==> src/rtl/lamp_fader_if.sv <==
// Lamp fader port bundle: on/off requests and enable in,
// PWM drive and status out.
interface lamp_fader_if #(
  parameter int MX_LP = 16
);
  logic [MX_LP-1:0] a_lamp;
  logic             en;
  logic [MX_LP-1:0] pwm_out;
  logic             fade_busy;
  logic             all_dark;

  modport master (
    output a_lamp,
    output en,
    input  pwm_out,
    input  fade_busy,
    input  all_dark
  );

  modport slave (
    input  a_lamp,
    input  en,
    output pwm_out,
    output fade_busy,
    output all_dark
  );
endinterface

==> src/rtl/lamp_fader.sv <==
// Per-lamp brightness ramp with PWM drive.
// Turns hard on/off lamp requests into smooth fades.
module lamp_fader #(
  parameter int MX_LP    = 16,
  parameter int LVL_W    = 4,
  parameter int STEP_DIV = 8
) (
  input  logic        clk,
  input  logic        rst,
  lamp_fader_if.slave bus
);

  localparam int MAX_LVL = (1 << LVL_W) - 1;
  localparam int PRE_W   = $clog2(STEP_DIV);

  localparam logic [PRE_W-1:0] PRE_MAX =
    PRE_W'(STEP_DIV - 1);
  localparam logic [LVL_W-1:0] LVL_MAX =
    LVL_W'(MAX_LVL);
  localparam logic [LVL_W-1:0] LVL_ZERO = '0;
  localparam logic [LVL_W-1:0] CNT_MAX =
    LVL_W'(MAX_LVL - 1);

  logic [MX_LP-1:0] lamp_q;
  logic [PRE_W-1:0] pre_q, pre_d;
  logic             tick;
  logic [LVL_W-1:0] lvl_q [MX_LP];
  logic [LVL_W-1:0] lvl_d [MX_LP];
  logic [LVL_W-1:0] cnt_q, cnt_d;
  logic [MX_LP-1:0] pwm_q, pwm_d;
  logic             busy_q, busy_d;
  logic             dark_q, dark_d;

  always_comb begin
    pre_d = pre_q;
    tick  = 1'b0;
    if (bus.en) begin
      if (pre_q == PRE_MAX) begin
        pre_d = '0;
        tick  = 1'b1;
      end else begin
        pre_d = pre_q + 1'b1;
      end
    end
  end

  // Saturating step toward the registered request.
  always_comb begin
    for (int i = 0; i < MX_LP; i++) begin
      lvl_d[i] = lvl_q[i];
      if (tick) begin
        if (lamp_q[i] && lvl_q[i] != LVL_MAX)
          lvl_d[i] = lvl_q[i] + 1'b1;
        else if (!lamp_q[i] && lvl_q[i] != LVL_ZERO)
          lvl_d[i] = lvl_q[i] - 1'b1;
      end
    end
  end

  always_comb begin
    cnt_d = (cnt_q == CNT_MAX) ? '0 : cnt_q + 1'b1;
  end

  // Counter spans 0..MAX_LVL-1, so full level is steady high.
  always_comb begin
    pwm_d  = '0;
    busy_d = 1'b0;
    dark_d = 1'b1;
    for (int i = 0; i < MX_LP; i++) begin
      pwm_d[i] = (lvl_q[i] > cnt_q);
      if (lvl_q[i] != (lamp_q[i] ? LVL_MAX : LVL_ZERO))
        busy_d = 1'b1;
      if (lvl_q[i] != LVL_ZERO)
        dark_d = 1'b0;
    end
  end

  always_ff @(posedge clk or posedge rst) begin
    if (rst) begin
      lamp_q <= '0;
      pre_q  <= '0;
      cnt_q  <= '0;
      pwm_q  <= '0;
      busy_q <= 1'b0;
      dark_q <= 1'b1;
      for (int i = 0; i < MX_LP; i++)
        lvl_q[i] <= '0;
    end else begin
      lamp_q <= bus.a_lamp;
      pre_q  <= pre_d;
      cnt_q  <= cnt_d;
      pwm_q  <= pwm_d;
      busy_q <= busy_d;
      dark_q <= dark_d;
      for (int i = 0; i < MX_LP; i++)
        lvl_q[i] <= lvl_d[i];
    end
  end

  assign bus.pwm_out   = pwm_q;
  assign bus.fade_busy = busy_q;
  assign bus.all_dark  = dark_q;

endmodule

==> src/flat_wrapper.sv <==
// flat-port wrapper written by rule: the top's interface ports become plain ports
module lamp_fader_flat 
#(
  parameter int MX_LP    = 16,
  parameter int LVL_W    = 4,
  parameter int STEP_DIV = 8
)
  (clk, rst, bus_a_lamp, bus_en, bus_pwm_out, bus_fade_busy, bus_all_dark);
  lamp_fader_if #(.MX_LP(MX_LP)) bus_i ();
  input  logic clk;
  input  logic rst;
  input wire logic [$bits(bus_i.a_lamp)-1:0] bus_a_lamp;
  input wire logic [$bits(bus_i.en)-1:0] bus_en;
  output wire logic [$bits(bus_i.pwm_out)-1:0] bus_pwm_out;
  output wire logic [$bits(bus_i.fade_busy)-1:0] bus_fade_busy;
  output wire logic [$bits(bus_i.all_dark)-1:0] bus_all_dark;
  assign bus_i.a_lamp = bus_a_lamp;
  assign bus_i.en = bus_en;
  assign bus_pwm_out = bus_i.pwm_out;
  assign bus_fade_busy = bus_i.fade_busy;
  assign bus_all_dark = bus_i.all_dark;
  lamp_fader #(.MX_LP(MX_LP), .LVL_W(LVL_W), .STEP_DIV(STEP_DIV)) u_core (.clk(clk), .rst(rst), .bus(bus_i));
endmodule
==> config.mk <==
export PLATFORM = sky130hd
export DESIGN_NAME = lamp_fader_flat
export DESIGN_NICKNAME = d
export VERILOG_FILES = /design/src/rtl/lamp_fader_if.sv /design/src/rtl/lamp_fader.sv /design/src/flat_wrapper.sv
export SDC_FILE = /design/constraint.sdc
export NUM_CORES = 1
export LEC_CHECK = 0
export ABC_AREA = 1
export CAP_MARGIN = 0
export CORE_UTILIZATION = 42
export DETAILED_ROUTE_END_ITERATION = 16
export DONT_BUFFER_PORTS = 1
export PLACE_DENSITY_LB_ADDON = 0.2
export REMOVE_ABC_BUFFERS = 1
export SYNTH_ARGS = -nofsm -noshare
export SYNTH_HDL_FRONTEND = slang
export SYNTH_SLANG_ARGS = --single-unit
==> constraint.sdc <==
create_clock -name clk -period 5.8 [get_ports clk]
set_clock_uncertainty 0.1 [all_clocks]
set_input_delay 1.45 -clock clk [delete_from_list [all_inputs] [get_ports clk]]
set_output_delay 1.45 -clock clk [all_outputs]
set_load 0.01 [all_outputs]
==> flow_metrics.py <==
metrics = {
    "synth": {
        "yosys_warnings": 0,
        "yosysSeqAreaShare": 0.353,
        "syn_area_um2": 7450,
        "syn-instance-count": 907,
        "ys_ff_latch": 105,
        "netlist-cell-type-count": 29,
        "avgSynthCellArea_um2": 8.21,
    },
    "clock_network": {
        "clkLatencyLatePin_ps": 350,
        "cts_buffer_depth": 2,
        "post_cts_resized": 0,
        "cts_tree": "built",
        "cts_setup_buffers": 0,
        "cts.clk_slew.worst_paths_ps": 70,
        "h-tree-depth": 3,
        "hold_buffers": 0,
        "cts_sinks": 105,
        "root_buffer": "clkbuf_16",
        "numCtsBuffers": 9,
    },
    "global_route": {
        "met3_usage": 0.0426,
        "antenna_found_initial": 1,
        "grt.met2_usage": 0.286,
        "grt-ovfl-total": 0,
        "grt-busiest-layer": "met2",
        "grt_max_degree": 69,
        "grtUsageTotal": 0.175,
        "grt_pass1_vias": 5173,
        "grt_pass1_wl_um": 25200,
        "grt.met1_usage": 0.236,
    },
    "worst_hold_path": {
        "worstHoldPathType": "reg -> reg",
    },
    "cells_and_area": {
        "drive_above_1_share": 0.0998,
        "diodes": 0,
        "nets": 1051,
        "layout_commonest_cell": "nand2_1",
        "layout_common_cells": "nand2_1 (273), dfrtp_1 (104), inv_1 (103)",
        "fin_area_um2": 7980,
        "syn_to_final_growth_pct": 7.19,
    },
    "place": {
        "placed_cell_area_um2": 7720,
        "hpwl_um": 10700,
        "place.gp.congestion": 0.840,
        "io_buffers": 0,
    },
    "worst_setup_path": {
        "r2r_slack_ps": 3690,
        "worstPathArrival_ps": 910,
        "crit_type": "reg -> out",
        "end_kind": "output pin",
        "cp.required_ps": 4250,
        "crit_path_start_kind": "flip-flop",
        "worstPathMaxFanout": 1,
    },
    "floorplan": {
        "die_h_um": 135,
        "die_w_um": 135,
        "rows": 48,
        "ios": 37,
        "die_area_um2": 18300,
        "coreArea_um2": 17300,
        "initial_core_util": 0.431,
    },
    "timing": {
        "hold_viol": 0,
        "report.final.slew_viol_count": 0,
        "setup_viol": 0,
        "max_freq_mhz": 406,
        "fin_crit_sh": 0.425,
        "fin_crit_ps": 2460,
        "fin_tns_setup_ps": 0,
        "tightestPinTransition_ps": 1020,
        "rsz0062_at_grt": "false",
        "max-slew-margin-rel": 0.323,
    },
    "power_and_ir_drop": {
        "p_per_area_nw_per_um2": 467,
        "vdd_ir_drop_max_uv": 201,
        "p_leak_nw": 4.31,
    },
    "detailed_routing": {
        "drtAntennaViolNets": 0,
        "via_per_inst": 4.83,
        "first_pass_iters": 5,
        "vias": 5544,
        "drt_iter0_markers": 293,
        "drcViolationCount": 0,
        "wl_um": 14700,
        "avgRoutedWirePerCell_um": 12.8,
    },
    "run": {
        "drv_cap": 0,
    },
    "outcome": {
        "status": "finished, final reports clean",
    },
}
==> Yosys cell counts <==
library cell | n | area (um2)
xor2_1 | 16 | 140
o21bai_1 | 7 | 52.6
nor2_1 | 85 | 319
fa_1 | 16 | 320
nand2_1 | 273 | 1020
mux2_2 | 1 | 11.3
or2_2 | 16 | 100
nand2_2 | 14 | 87.6
nand2_4 | 11 | 124
dfstp_2 | 1 | 26.3
inv_1 | 104 | 390
dfrtp_1 | 104 | 2600
a21oi_1 | 21 | 105
nand3_1 | 22 | 110
nor2_2 | 1 | 6.26
clkinv_2 | 1 | 5.00
o21ai_2 | 16 | 140
nor3_1 | 1 | 5.00
a32oi_1 | 9 | 78.8
inv_2 | 15 | 56.3
a21boi_0 | 16 | 120
ha_1 | 98 | 1230
buf_12 | 1 | 20.0
nand4_1 | 2 | 12.5
o21ai_0 | 17 | 85.1
xnor2_1 | 16 | 140
o21ai_1 | 15 | 75.1
nor2_4 | 1 | 11.3
a22oi_1 | 7 | 52.6
==> per-layer routing <==
metal / routed length [um] / vias to the layer above / part of all wire
met5: 13 / - / 0.00088
li1: - / 2911 / -
met3: 589 / 10 / 0.040
met2: 6940 / 63 / 0.47
met4: 134 / 2 / 0.0091
met1: 7050 / 2558 / 0.48
==> worst paths after layout <==
check                                               from                         endpoint  cells after the start
setup / recovery           u_core.bus.all_dark$_DFF_PP1_                     bus_all_dark                      0
hold / removal               u_core.pre_q[0]$_DFFE_PP0P_      u_core.pre_q[0]$_DFFE_PP0P_                      1
setup reg to reg             u_core.pre_q[0]$_DFFE_PP0P_      u_core.lvl_q[1]$_DFFE_PP0P_                      8
hold reg to reg              u_core.pre_q[0]$_DFFE_PP0P_      u_core.pre_q[0]$_DFFE_PP0P_                      1
max in group asynchronous                            rst      u_core.lvl_q[0]$_DFFE_PP0P_                      2
min in group asynchronous                            rst  u_core.bus.pwm_out[6]$_DFF_PP0_                      1
==> flip-flops by register name, summed over array words and instances, names as in the netlist <==
register              cells
u_core.lvl_q             64
u_core.bus.pwm_out       16
u_core.lamp_q            16
u_core.cnt_q              4
u_core.pre_q              3
u_core.bus.all_dark       1
u_core.bus.fade_busy      1
==> worst reg2reg max path, stage by stage, from the launching register on <==
cell	delay [ps]
dfrtp_1	400
ha_1	210
ha_1	190
nand2_1	90
clkinv_2	480
nand2_2	340
inv_1	80
nand2_1	60
nand2_1	50
==> stage by stage <==
stage,hold slack [ps],setup WS (ps),power (mW),instances,util
after CTS,398,3320,3.78,1147,0.462
after detailed placement,387,3020,3.19,1132,0.446
after global routing,434,3260,4.16,1147,0.462
after global placement,379,3040,3.17,1132,0.446
final,394,3340,3.72,1147,0.462
after floorplan,347,1490,2.78,906,-
==> area by class of cell <==
cell class / count / area [um2]
tap: 225 / 282
timing repair buffer: 1 / 7.51
inverter: 120 / 454
clock inverter: 3 / 17.5
clock buffer: 12 / 246
multi-input combinational: 681 / 4350
sequential: 105 / 2630
fill: 1709 / 9310
==> power breakdown <==
part / internal (mW) / switching [mW] / total [mW]
clock network: 0.300 / 0.266 / 0.565
registers: 1.02 / 0.435 / 1.46
logic: 0.763 / 0.937 / 1.70
==> cell families (layout without fill, tap and decap cells) <==
| logic type | after synthesis | count (layout) | synth area share |
|---|---|---|---|
| muxes | 1 | 1 | 0.00151 |
| and+or+nand+nor | 426 | 426 | 0.242 |
| adders and majority gates | 114 | 114 | 0.208 |
| DFF | 105 | 105 | 0.353 |
| AOI/OAI and AO/OA | 108 | 108 | 0.0952 |
| buffers and inverters | 121 | 136 | 0.0633 |
| xor gates and xnor gates | 32 | 32 | 0.0376 |
Note: power is estimated with default switching activity, not from simulation.
